File: config.mk
export PLATFORM = sky130hd
export DESIGN_NAME = exc_ctrl
export DESIGN_NICKNAME = d
export VERILOG_FILES = /design/src/rtl/exc_pkg.sv /design/src/rtl/exc_prio.sv /design/src/rtl/exc_ctrl.sv
export SDC_FILE = /design/constraint.sdc
export NUM_CORES = 1
export LEC_CHECK = 0
export CAP_MARGIN = 30
export CELL_PAD_IN_SITES_DETAIL_PLACEMENT = 0
export CELL_PAD_IN_SITES_GLOBAL_PLACEMENT = 1
export CORE_MARGIN = 2
export CORE_UTILIZATION = 27
export DETAILED_ROUTE_END_ITERATION = 8
export PLACE_DENSITY_LB_ADDON = 0.1
export SYNTH_ARGS = -nofsm -noshare
export SYNTH_HDL_FRONTEND = slang
export SYNTH_HIERARCHICAL = 1
export SYNTH_SLANG_ARGS = --single-unit
File: constraint.sdc
create_clock -name clk -period 3.46 [get_ports clk]
set_input_delay 0.519 -clock clk [delete_from_list [all_inputs] [get_ports clk]]
set_output_delay 0.519 -clock clk [all_outputs]
set_load 0.05 [all_outputs]
File: src/rtl/exc_pkg.sv
// rtl/exc_pkg.sv - shared types and constants for the exception sequencing controller
// Contents: controller state enum, request kind enum, cause codes,
// CP0 register indices and CP0 Status/Cause bit positions.
package exc_pkg;

    typedef enum logic [2:0] {
        S_IDLE,
        S_W_EPC,
        S_W_CAUSE,
        S_W_STATUS,
        S_REDIR,
        S_ERET_ST,
        S_ERET_RED,
        S_SKIP
    } state_t;

    // What the winning request turns into once its enable has been applied
    typedef enum logic [1:0] {
        K_ERET,
        K_EXC,
        K_INT,
        K_SKIP
    } kind_t;

    localparam logic [4:0] CODE_INT = 5'd0;
    localparam logic [4:0] CODE_SYS = 5'd8;
    localparam logic [4:0] CODE_BRK = 5'd9;
    localparam logic [4:0] CODE_TEQ = 5'd13;

    localparam logic [4:0] REG_STATUS = 5'd12;
    localparam logic [4:0] REG_CAUSE  = 5'd13;
    localparam logic [4:0] REG_EPC    = 5'd14;

    localparam int ST_IE       = 0;
    localparam int ST_SYS_EN   = 1;
    localparam int ST_BRK_EN   = 2;
    localparam int ST_TEQ_EN   = 3;
    localparam int ST_IRQ_MASK = 10;

    localparam int CAUSE_CODE_LSB = 2;
    localparam int CAUSE_IP_LSB   = 10;

endpackage

File: src/rtl/exc_prio.sv
// rtl/exc_prio.sv - combinational request priority encoder for exc_ctrl
// Inputs : req_eret/req_syscall/req_break/req_teq request pulses,
//          en_sys/en_brk/en_teq enables, irq_elig eligible pending IRQs.
// Outputs: valid (something to accept), kind, code (cause code),
//          irq_hot (one-hot of the taken IRQ line, zero otherwise).
module exc_prio
    import exc_pkg::*;
#(
    parameter int IRQ_W = 6
) (
    input  logic             req_eret,
    input  logic             req_syscall,
    input  logic             req_break,
    input  logic             req_teq,
    input  logic             en_sys,
    input  logic             en_brk,
    input  logic             en_teq,
    input  logic [IRQ_W-1:0] irq_elig,
    output logic             valid,
    output kind_t            kind,
    output logic [4:0]       code,
    output logic [IRQ_W-1:0] irq_hot
);

    always_comb begin
        valid   = 1'b0;
        kind    = K_ERET;
        code    = CODE_INT;
        irq_hot = '0;
        if (req_eret) begin
            valid = 1'b1;
            kind  = K_ERET;
        end else if (req_syscall) begin
            valid = 1'b1;
            kind  = en_sys ? K_EXC : K_SKIP;
            code  = CODE_SYS;
        end else if (req_break) begin
            valid = 1'b1;
            kind  = en_brk ? K_EXC : K_SKIP;
            code  = CODE_BRK;
        end else if (req_teq) begin
            valid = 1'b1;
            kind  = en_teq ? K_EXC : K_SKIP;
            code  = CODE_TEQ;
        end else if (|irq_elig) begin
            valid   = 1'b1;
            kind    = K_INT;
            code    = CODE_INT;
            // isolate the lowest set bit: x & -x
            irq_hot = irq_elig & (~irq_elig + IRQ_W'(1));
        end
    end

endmodule

File: src/rtl/exc_ctrl.sv
// rtl/exc_ctrl.sv - exception sequencing controller between core and CP0
// Inputs : clk, rst (async active-low), req_eret/req_syscall/req_break/req_teq,
//          irq levels, ex_pc, core MTC0 port (cpu_mtc0/cpu_addr/cpu_wdata),
//          current CP0 status/cause/epc.
// Outputs: CP0 write port (cp0_we/cp0_waddr/cp0_wdata), stall,
//          redirect strobe and redirect_pc.
module exc_ctrl
    import exc_pkg::*;
#(
    parameter logic [31:0] VECTOR = 32'h0000_0004,
    parameter int          IRQ_W  = 6
) (
    input  logic             clk,
    input  logic             rst,
    input  logic             req_eret,
    input  logic             req_syscall,
    input  logic             req_break,
    input  logic             req_teq,
    input  logic [IRQ_W-1:0] irq,
    input  logic [31:0]      ex_pc,
    input  logic             cpu_mtc0,
    input  logic [4:0]       cpu_addr,
    input  logic [31:0]      cpu_wdata,
    input  logic [31:0]      cp0_status,
    input  logic [31:0]      cp0_cause,
    input  logic [31:0]      cp0_epc,
    output logic             cp0_we,
    output logic [4:0]       cp0_waddr,
    output logic [31:0]      cp0_wdata,
    output logic             stall,
    output logic             redirect,
    output logic [31:0]      redirect_pc
);

    state_t           state;
    logic [IRQ_W-1:0] irq_pend;
    logic [IRQ_W-1:0] irq_q;
    logic [31:0]      pc_q;
    logic [4:0]       code_q;

    logic             p_valid;
    kind_t            p_kind;
    logic [4:0]       p_code;
    logic [IRQ_W-1:0] p_hot;
    logic [IRQ_W-1:0] irq_elig;
    logic [31:0]      cause_new;

    assign irq_elig = irq_pend & cp0_status[ST_IRQ_MASK +: IRQ_W]
                      & {IRQ_W{cp0_status[ST_IE]}};

    exc_prio #(.IRQ_W(IRQ_W)) u_prio (
        .req_eret    (req_eret),
        .req_syscall (req_syscall),
        .req_break   (req_break),
        .req_teq     (req_teq),
        .en_sys      (cp0_status[ST_SYS_EN]),
        .en_brk      (cp0_status[ST_BRK_EN]),
        .en_teq      (cp0_status[ST_TEQ_EN]),
        .irq_elig    (irq_elig),
        .valid       (p_valid),
        .kind        (p_kind),
        .code        (p_code),
        .irq_hot     (p_hot)
    );

    always_ff @(posedge clk or negedge rst) begin
        if (!rst) begin
            state    <= S_IDLE;
            irq_pend <= '0;
            irq_q    <= '0;
            pc_q     <= '0;
            code_q   <= '0;
        end else begin
            // irq_q is non-zero only for a taken interrupt; its pend bit is
            // retired in the cycle the Cause write reports it
            irq_pend <= (irq_pend | irq) & ((state == S_W_CAUSE) ? ~irq_q : '1);
            case (state)
                S_IDLE: begin
                    if (p_valid) begin
                        pc_q   <= ex_pc;
                        code_q <= p_code;
                        irq_q  <= p_hot;
                        case (p_kind)
                            K_ERET:  state <= S_ERET_ST;
                            K_SKIP:  state <= S_SKIP;
                            default: state <= S_W_EPC;
                        endcase
                    end
                end
                S_W_EPC:    state <= S_W_CAUSE;
                S_W_CAUSE:  state <= S_W_STATUS;
                S_W_STATUS: state <= S_REDIR;
                S_ERET_ST:  state <= S_ERET_RED;
                default:    state <= S_IDLE;
            endcase
        end
    end

    always_comb begin
        cause_new = cp0_cause;
        cause_new[CAUSE_CODE_LSB +: 5] = code_q;
        if (|irq_q) begin
            cause_new[CAUSE_IP_LSB +: IRQ_W] = irq_q;
        end

        cp0_we      = 1'b0;
        cp0_waddr   = '0;
        cp0_wdata   = '0;
        redirect    = 1'b0;
        redirect_pc = '0;
        case (state)
            S_IDLE: begin
                cp0_we    = cpu_mtc0;
                cp0_waddr = cpu_addr;
                cp0_wdata = cpu_wdata;
            end
            S_W_EPC: begin
                cp0_we    = 1'b1;
                cp0_waddr = REG_EPC;
                cp0_wdata = pc_q;
            end
            S_W_CAUSE: begin
                cp0_we    = 1'b1;
                cp0_waddr = REG_CAUSE;
                cp0_wdata = cause_new;
            end
            S_W_STATUS: begin
                cp0_we    = 1'b1;
                cp0_waddr = REG_STATUS;
                cp0_wdata = cp0_status << 5;
            end
            S_REDIR: begin
                redirect    = 1'b1;
                redirect_pc = VECTOR;
            end
            S_ERET_ST: begin
                cp0_we    = 1'b1;
                cp0_waddr = REG_STATUS;
                cp0_wdata = cp0_status >> 5;
            end
            S_ERET_RED: begin
                redirect    = 1'b1;
                redirect_pc = cp0_epc;
            end
            S_SKIP: begin
                redirect    = 1'b1;
                redirect_pc = pc_q + 32'd4;
            end
            default: ;
        endcase

        // nothing leaks out, not even the core passthrough, while in reset
        if (!rst) begin
            cp0_we      = 1'b0;
            cp0_waddr   = '0;
            cp0_wdata   = '0;
            redirect    = 1'b0;
            redirect_pc = '0;
        end
    end

    assign stall = rst && (state != S_IDLE);

endmodule

; After elaboration in Yosys (flattened, before gate mapping)
; Index checks and enable logic that the tools add are counted.
[classes]
add_sub_neg = 2
eq_ne = 9
muxes = 37
bitwise_logic = 7
reduce_logical = 10
[ops]
columns = op, count
row1 = 32-bit one-hot mux with 5 select lines, 1
row2 = 32-bit one-hot mux with 3 select lines, 1
row3 = 32-bit 2-to-1 mux, 2
row4 = 6-bit 2-to-1 mux, 7
row5 = 32-bit by 3-bit adder with 32-bit output (second input constant), 1
row6 = 6-bit AND, 4
row7 = 5-bit 2-to-1 mux, 4
row8 = 5-bit one-hot mux with 4 select lines, 1
row9 = 2-bit 2-to-1 mux, 8
row10 = 3-bit one-hot mux with 5 select lines, 1
row11 = 3-bit equality test (second input constant), 4
row12 = 6-bit NOT, 2
row13 = 6-bit OR reduction, 2
row14 = 1-bit 2-to-1 mux, 8
row15 = 6-bit by 1-bit adder with 6-bit output (second input constant), 1
row16 = 3-bit by 2-bit equality test with 1-bit output (second input constant), 2
row17 = 6-bit OR, 1
row18 = 3-bit one-hot mux with 2 select lines, 1
row19 = 4-bit 2-to-1 mux, 1
row20 = 4-bit OR reduction, 1
row21 = 3-bit by 1-bit equality test with 1-bit output (second input constant), 1
row22 = 3-bit zero test, 1
row23 = 3-bit 2-to-1 mux, 1
row24 = 3-bit nonzero test, 1
row25 = 8 further kinds, 8
[totals]
register_bits = 52
inputBits = 178
output_inout_bits = 72
elab_cells = 70

; Depth between registers and ports, before layout
; Gate-level depths: netlist of run 1.
[depth]
word_depth = 12
depth_mapped = 8
mapped_depth_nobuf = 8

; Modules after synthesis
; The synthesis of run 1 kept the hierarchy.
[modules_own_cells]
columns = module, instances, cells_each, area_per_inst_um2, seq_area_each_um2
row1 = exc_ctrl, 1, 495, 4264.1, 1301.2
row2 = exc_prio, 1, 26, 165.2, 0.0

; Least setup slack after synthesis of run 1
; OpenSTA, ideal clock, no wires.
[synth_timing]
kind = flip-flop to output port
from = register state[0]
to = output cp0_waddr[1]
arrival_ns = 2.576
required_time_ns = 2.941
setup_slack_ns = 0.365
stages_incl_launch_ff = 6
path_buffers = 3
path_cell_list = dfrtp_1 -> buf_2 -> buf_2 -> buf_2 -> nor2_1 -> nor4b_1
[synth_via]
elab_chain_cells = 4
word_cells_on_any_way = 8
cone_classes = 4 x eq/ne / 2 x mux / 2 x reduce/logical
[synth_lines]
columns = element, line_no
row1 = start: declaration, exc_ctrl.sv:35  ; state_t state;
row2 = start signal: assignment, exc_ctrl.sv:68  ; state <= S_IDLE;
row3 = start signal: assignment, exc_ctrl.sv:84  ; K_ERET: state <= S_ERET_ST;
row4 = start signal: assignment, exc_ctrl.sv:85  ; K_SKIP: state <= S_SKIP;
row5 = 3-bit equality test or 3-bit by 2-bit equality test with 1-bit output (tied branches), exc_ctrl.sv:111  ; case (state)
row6 = 2-bit OR reduction (no source line), --
row7 = 5-bit one-hot mux with 4 select lines (*), exc_ctrl.sv:111
row8 = 5-bit 2-to-1 mux (*), exc_ctrl.sv:153  ; if (!rst) begin
row9 = end: declaration, exc_ctrl.sv:28  ; output logic [4:0] cp0_waddr,
; Every way passes the cells marked *; elsewhere a longest branch is shown, timed or not.

; Worst setup path in the final report of run 1
[layout_timing]
from = register state[2]
to = output cp0_wdata[11]
[layout_via]
elab_chain_cells = 3
word_cells_on_any_way = 7
cone_classes = 4 x eq/ne / 2 x mux / 1 x reduce/logical
[layout_lines]
columns = element, line_no
row1 = "3-bit equality test, or another cell as far along", exc_ctrl.sv:111
row2 = 32-bit one-hot mux with 5 select lines (*), exc_ctrl.sv:111
row3 = 32-bit 2-to-1 mux (*), exc_ctrl.sv:153
row4 = end: declaration, exc_ctrl.sv:29  ; output logic [31:0] cp0_wdata,
; Marks and branches as above.

==> impl_metrics.toml, run 1 <==
[floorplanning]
core_sq_um = 15900
core.rowCount = 46
design.die.area_sq_um = 17400
start_util = 0.278
die_h_microns = 132
ios = 250
die_w_microns = 132

[pwr]
fin_total_pwr_w = 0.00634
max-vdd-ir-drop_mv = 0.401
powerDensity_nw_per_um2 = 802
power.leakage_nw = 3.09

[worst_setup_path]
critPathTopFamily = "simple AND/OR/NAND/NOR gates"
cp-end-kind = "output port"
path_buf_inv = 2
cp_slowest_cell = "dfrtp_1"
critPathKind = "flip-flop to output port"
slowest_delay_ns = 0.73
cp_data_arrival_time_ns = 2.72
required_ns = 2.94
cp-start-kind = "flip-flop"
critical_path.max_fanout = 15
crit_chain = "inv_1 -> and2_1 -> and3_1 -> a222oi_1 -> nor2_1 -> buf_12"

[logic_synthesis]
ys_ff_latch = 52
synth_edf_count = 0
syn-cell-area_sq_um = 4430
syn_area_per_cell_sq_um = 8.50
ys_async_sr_fraction = 1.00
yosysWarningCount = 6
synth_top_flop_cell = "dfrtp_1"
netlist_instances = 521
synth_cell_types = 48
ys_seq_area_frac = 0.294

[drt]
vias = 4980
firstDrtPassIters = 7
drt-vias-per-instance = 5.14
drt_iter0_markers = 287
wl_per_cell_microns = 21.0
routed_wl_microns = 20300
drc = 0
ant_nets = 0

[job]
drv_cap = 0

[layout]
drive_gt1_frac = 0.222
most-common-layout-cells = "clkdlybuf4s50_1, nor2_1, buf_12"
final_common_cell = "clkdlybuf4s50_1"
final_nets = 931
area_growth_pct = 78.5
diodes = 0

[clock_network]
cts_root_buffer = "clkbuf_16"
clk_latency_ns = 0.30
ctsResizeCount = 0
clk_pin_slew_worst_paths_ns = 0.07
cts_post_setup_buffers_inserted = 0
cts_hold_buffers = 0
cts_sinks = 52
clock_path_buffers = 2
cts_buffers = 5
cts_tree = "built"
htreeDepth = 2

[sta]
slew_headroom = 0.581
finalCriticalPeriod_ns = 3.24
fmax_mhz = 309
layout_setup_ws_ns = 0.221
skew_ns = 0.00659
worst_slew_pin_slew_ns = 0.627
setup_viol = 0
maxSlewViolCount = 0
fin_crit_sh = 0.936
grt_setup_unrepaired = "false"
setup_tns_ns = 0
hold_violations = 0

[place]
gp_congestion = 0.873
place_ws_ns = 0.124
io_buffers = 244
dp_hpwl_microns = 16500

[grt]
grt_pass1_wl_microns = 31100
grt_max_degree = 36
antenna_found_initial = 0
grt_pass1_vias = 5171
gr-total-overflow = 0
grt_usage = 0.230

[outcome]
status = "complete, no violations"

[min_path]
holdCritPathClass = "primary input to async pin"
## layer usage
layer / up-vias / GRT usage / wire [microns] / share of wire
li1: 2375 / - / - / -
met2: 179 / 0.397 / 9910 / 0.49
met4: 0 / 0.0411 / 197 / 0.0097
met1: 2415 / 0.301 / 8990 / 0.44
met3: 11 / 0.0454 / 1250 / 0.062
met5: - / 0 / 0 / 0
## registers in the layout (all words and copies together) (netlist names)
| name | cells |
|---|---|
| pc_q | 32 |
| irq_pend | 6 |
| irq_q | 6 |
| code_q | 5 |
| state | 3 |
## through the flow
| step | hold WS (ns) | utilization | instance area [sq um] | cells |
|---|---|---|---|---|
| CTS | 0.179 | 0.496 | 7910 | 968 |
| detailed placement | 0.501 | 0.485 | 7730 | 960 |
| finish | 0.171 | 0.496 | 7910 | 968 |
| global route | 0.193 | 0.496 | 7910 | 968 |
| global placement | 0.493 | 0.485 | 7730 | 960 |
| floorplan | 0.223 | - | 4430 | 522 |
## synth_stat cells (3+ instances only)
library cell | number | area [sq um]
nor2_1 | 73 | 274
nand2_1 | 54 | 203
dfrtp_1 | 52 | 1300
mux2_2 | 52 | 586
o21ai_0 | 37 | 185
a222oi_1 | 23 | 230
buf_2 | 23 | 115
mux2i_1 | 22 | 220
xor2_1 | 19 | 166
and3_1 | 14 | 87.6
clkbuf_1 | 14 | 52.6
a21oi_1 | 13 | 65.1
nand3_1 | 13 | 65.1
nand4_1 | 12 | 75.1
o21ai_1 | 9 | 45.0
xnor2_1 | 9 | 78.8
a22oi_1 | 8 | 60.1
nor3_1 | 8 | 40.0
nor2b_1 | 7 | 43.8
a211oi_1 | 6 | 45.0
a22o_1 | 5 | 43.8
and2_1 | 5 | 31.3
inv_1 | 4 | 15.0
mux4_2 | 4 | 90.1
buf_1 | 3 | 11.3
buf_4 | 3 | 22.5
## path summary, 6_finish.rpt
check	from	end	slack [ns]	cells past startpoint
setup / recovery	state[2]$_DFFE_PN0P_	cp0_wdata[11]	0.22	6
min in group clk	irq_q[4]$_DFFE_PN0P_	irq_pend[4]$_DFF_PN0_	0.52	1
max in group asynchronous	rst	code_q[4]$_DFFE_PN0P_	2.45	2
hold / removal	rst	pc_q[28]$_DFFE_PN0P_	0.17	1
hold reg to reg	irq_q[4]$_DFFE_PN0P_	irq_pend[4]$_DFF_PN0_	0.52	1
setup reg to reg	irq_pend[2]$_DFF_PN0_	pc_q[15]$_DFFE_PN0P_	0.88	6
## where the power goes
part / switching, W / internal [W]
Sequential: 0.000532 / 0.000854
Combinational: 0.00232 / 0.00204
Clock: 0.000238 / 0.000363
## final cells by class
| type | instances | area, sq um |
|---|---|---|
| multi-input combinational | 423 | 2920 |
| timing repair buffer | 265 | 3220 |
| inverter | 4 | 15.0 |
| sequential | 52 | 1300 |
| fill | 1518 | 8040 |
| clock buffer | 6 | 139 |
| clock inverter | 2 | 38.8 |
| tap | 216 | 270 |
## cell families after synthesis
logic type,share of synthesized area
and+or+nand+nor,0.230
AOI/OAI and AO/OA,0.163
muxes,0.202
DFF,0.294
buffers and inverters,0.0489
xor gates and xnor gates,0.0554
adders and majority gates,0.00565
other,0.000847
No activity file was read; power rests on OpenSTA's default activity.
==> run 2, diff against run 1 <==
Settings changed: CORE_UTILIZATION 27 to 40, DONT_BUFFER_PORTS from default to 1, SLEW_MARGIN from default to 20.
==> impl_metrics.toml, run 2 (synthesis results as in run 1) <==
[outcome]
status = "complete, no violations"

[place]
gp_congestion = 0.879
placed_area_sq_um = 5360
place_inst = 701
dp_hpwl_microns = 13300
io_buffers = 0
place_ws_ns = 0.581

[sta]
setup_viol = 0
finalCriticalPeriod_ns = 3.25
slew_headroom = 0.388
fmax_mhz = 308
hold_violations = 0
maxSlewViolCount = 0
setup_tns_ns = 0
grt_setup_unrepaired = "false"
worst_slew_pin_slew_ns = 0.915
skew_ns = 0.00947
layout_setup_ws_ns = 0.215
hold_slack_ns = 0.0600
fin_crit_sh = 0.938

[floorplanning]
die_w_microns = 109
core_sq_um = 10800
die_h_microns = 109
core.rowCount = 38
start_util = 0.409
design.die.area_sq_um = 11900
ios = 250

[drt]
vias = 4306
firstDrtPassIters = 6
ant_nets = 0
drt_iter0_markers = 377
routed_wl_microns = 16800
drc = 0
wl_per_cell_microns = 23.7
drt-vias-per-instance = 6.06

[grt]
grt_usage = 0.275
met1_usage = 0.356
grt_pass1_wl_microns = 24500
grt_pass1_vias = 4245
antenna_found_initial = 1
grt_max_degree = 53
busiest_layer = "met2"
use_met3 = 0.0568
grt_use_met2 = 0.474
gr-total-overflow = 0

[clock_network]
cts_root_buffer = "clkbuf_8"
cts_tree = "built"
cts_sinks = 52
clock_path_buffers = 2
clk_latency_ns = 0.31
htreeDepth = 2
cts_buffers = 5
clk_pin_slew_worst_paths_ns = 0.10

[worst_setup_path]
cp-end-kind = "output port"
cp_data_arrival_time_ns = 2.73
critPathKind = "flip-flop to output port"
required_ns = 2.94
cp-start-kind = "flip-flop"
critical_path.max_fanout = 21

[layout]
final_nets = 749
final_common_cell = "nor2_1"
regArea_sq_um = 1300
postLayoutCellArea_sq_um = 5480
drive_gt1_frac = 0.295
area_growth_pct = 23.7
multiInputGateArea_sq_um = 2960
largest_registers = "pc_q: 32 flops, irq_pend: 6 flops, irq_q: 6 flops"
final_cells = 710
largest_reg_flops = 32
regMostFlops = "pc_q"
fillers = 1051
diodes = 0
most-common-layout-cells = "nor2_1, buf_4, nand2_1"

[pwr]
powerDensity_nw_per_um2 = 967
max-vdd-ir-drop_mv = 0.476
power.leakage_nw = 2.22

[min_path]
holdCritPathClass = "primary input to async pin"

[job]
drv_cap = 0
## run 2: what timing repair did
item,in CTS,in global routing
hold buffers,1,0
resized for setup,0,0
hold endpoints to repair,52,0
buffers inserted,0,0
## run 2: metrics by stage
stage,total power (W),utilization
2_1_floorplan,0.00378,-
3_3_place_gp,0.00486,0.492
3_5_place_dp,0.00492,0.494
4_1_cts,0.00533,0.505
5_1_grt,0.00563,0.505
6_report,0.00530,0.505
## run 2: per-layer routing
metal / wire length, microns / part of all wire
met1: 6800 / 0.40
met2: 8340 / 0.50
met3: 1440 / 0.086
met4: 262 / 0.016
met5: 0 / 0
## run 2: critical path: stages, from the launching register on
cell and delay, ns:
dfrtp_2 0.53, buf_4 0.27, nor2b_1 0.55, and2_1 0.52
a222oi_1 0.19, nor2_1 0.14, buf_4 0.21
## run 2: path summary, 6_finish.rpt
kind / startpoint / end / cells past startpoint / slack, ns
max: state[1]$_DFFE_PN0P_ / cp0_wdata[0] / 6 / 0.21
min: rst / pc_q[23]$_DFFE_PN0P_ / 1 / 0.06
max reg2reg: irq_pend[3]$_DFF_PN0_ / pc_q[5]$_DFFE_PN0P_ / 6 / 0.69
min reg2reg: irq_q[2]$_DFFE_PN0P_ / irq_pend[2]$_DFF_PN0_ / 1 / 0.51
max in group asynchronous: rst / state[1]$_DFFE_PN0P_ / 1 / 3.15
min in group clk: ex_pc[9] / pc_q[9]$_DFFE_PN0P_ / 2 / 0.34
## run 2: where the power goes
| group | internal (W) | switching, W | total (W) |
|---|---|---|---|
| clock network | 0.000163 | 0.000214 | 0.000377 |
| logic | 0.00143 | 0.00215 | 0.00358 |
| registers | 0.000853 | 0.000492 | 0.00135 |
## run 2: cell type report
type / count / area share
clock buffers: 7 / 0.0158
clock inverters: 1 / 0.00137
inverters: 4 / 0.00274
multi-input cells: 423 / 0.540
flip-flops and latches: 52 / 0.238
well taps: 140 / 0.0320
repair buffers: 83 / 0.170
==> run 3, diff against run 2 <==
Clock period 3.46 ns to 2.9 ns, I/O delays scaled along.
==> impl_metrics.toml, run 3 (synthesis results as in run 1) <==
[grt]
grt_pass1_vias = 4369
grt_pass1_wl_microns = 24300
antenna_found_initial = 0
gr-total-overflow = 0
grt_max_degree = 53
grt_usage = 0.271

[worst_setup_path]
cp-end-kind = "output port"
startpoint = "pc_q[17]$_DFFE_PN0P_"
required_ns = 2.47
critPathKind = "flip-flop to output port"
critical_path.max_fanout = 9
rr_worst_depth = 6
reg2reg_from = "irq_pend[3]$_DFF_PN0_"
cp-start-kind = "flip-flop"
r2r-end = "irq_q[3]$_DFFE_PN0P_"
reg2reg_slack_ns = 0.28
setup.worst_path.end = "redirect_pc[29]"
cp_data_arrival_time_ns = 2.30

[outcome]
violations = "DRC"
status = "complete, but fails checks"

[drt]
drt_iter0_markers = 359
routed_wl_microns = 17000
vias = 4342
wl_per_cell_microns = 23.6
drt-vias-per-instance = 6.03
ant_nets = 0
firstDrtPassIters = 9
drc = 3

[min_path]
holdCritPathClass = "primary input to flip-flop"

[layout]
diodes = 0
final_common_cell = "nor2_1"
largest_reg_flops = 32
largest_registers = "pc_q: 32 flops, irq_pend: 6 flops, irq_q: 6 flops"
fillers = 1071
fin_util = 0.512
most-common-layout-cells = "nor2_1, buf_4, nand2_1"
final_nets = 759
area_growth_pct = 25.3
regMostFlops = "pc_q"
drive_gt1_frac = 0.310

[clock_network]
cts_root_buffer = "clkbuf_8"
cts_tree = "built"
clk_latency_ns = 0.31
htreeDepth = 2
clock_path_buffers = 2
cts_post_setup_buffers_inserted = 0
cts_sinks = 52
clk_pin_slew_worst_paths_ns = 0.11
cts_buffers = 5

[pwr]
fin_total_pwr_w = 0.00639
power.leakage_nw = 2.26
max-vdd-ir-drop_mv = 0.598
powerDensity_nw_per_um2 = 1150

[floorplanning]
start_util = 0.409
die_w_microns = 109
core_sq_um = 10800
design.die.area_sq_um = 11900
die_h_microns = 109
core.rowCount = 38
ios = 250

[place]
gp_congestion = 0.870
dp_hpwl_microns = 13400
io_buffers = 0

[sta]
slew_headroom = 0.557
maxSlewViolCount = 0
skew_ns = 0.0127
finalCriticalPeriod_ns = 2.74
grt_setup_unrepaired = "false"
hold_violations = 0
worst_slew_pin_slew_ns = 0.664
setup_viol = 0
fmax_mhz = 366
fin_crit_sh = 0.943
setup_tns_ns = 0

[job]
drv_cap = 0
[run 3: final cells by class]
cell class | count | area [sq um] | share of cell area
multi-input cells | 423 | 2960 | 0.534
flip-flops and latches | 52 | 1310 | 0.235
repair buffers | 93 | 1000 | 0.181
well taps | 140 | 175 | 0.0316
clock buffers | 5 | 68.8 | 0.0124
clock inverters | 3 | 21.3 | 0.00383
inverters | 4 | 15.0 | 0.00271
[run 3: how the worst min path moves through the flow]
stage                     startpoint  cells after the start                     to
after CTS                   ex_pc[9]                      2    pc_q[9]$_DFFE_PN0P_
after detailed placement         rst                      0   pc_q[23]$_DFFE_PN0P_
after floorplan                  rst                      0  code_q[0]$_DFFE_PN0P_
final                       ex_pc[1]                      1    pc_q[1]$_DFFE_PN0P_
after global routing        ex_pc[1]                      1    pc_q[1]$_DFFE_PN0P_
after global placement           rst                      0   pc_q[23]$_DFFE_PN0P_
[run 3: through the flow]
stage                     cell area, sq um  hold WS (ns)  std cells  setup slack, ns
after floorplan                       4440         0.139        522          0.00926
after global placement                5400         0.143        709            0.309
after detailed placement              5420         0.143        710            0.281
after CTS                             5550         0.250        720            0.115
after global routing                  5550         0.246        720          0.00643
final                                 5550         0.260        720            0.164
[run 3: repair_timing]
action | 4_1_cts | 5_1_grt
endpoints found under the setup margin | 0 | 12
hold buffers | 2 | 0
hold endpoints to repair | 52 | 0
gates resized for setup | 0 | 2
[run 3: critical path, stage by stage (launching register included)]
cell and delay, ns:
dfrtp_1 0.53, nand4_2 0.19, nor4_4 0.49, nand4_1 0.20
xor2_1 0.19, o21ai_1 0.21, buf_12 0.17
[run 3: routing by layer]
layer  routed length (microns)  vias to the layer above  GRT usage
met5                         0                        -          0
met4                       278                        0     0.0669
li1                          -                     2015          -
met3                      1330                       19     0.0502
met1                      7170                     2096      0.352
met2                      8230                      212      0.464
[run 3: where the power goes]
group / internal, W / switching [W]
sequential: 0.00102 / 0.000490
combinational: 0.00176 / 0.00269
clock: 0.000172 / 0.000269
total: 0.00295 / 0.00345
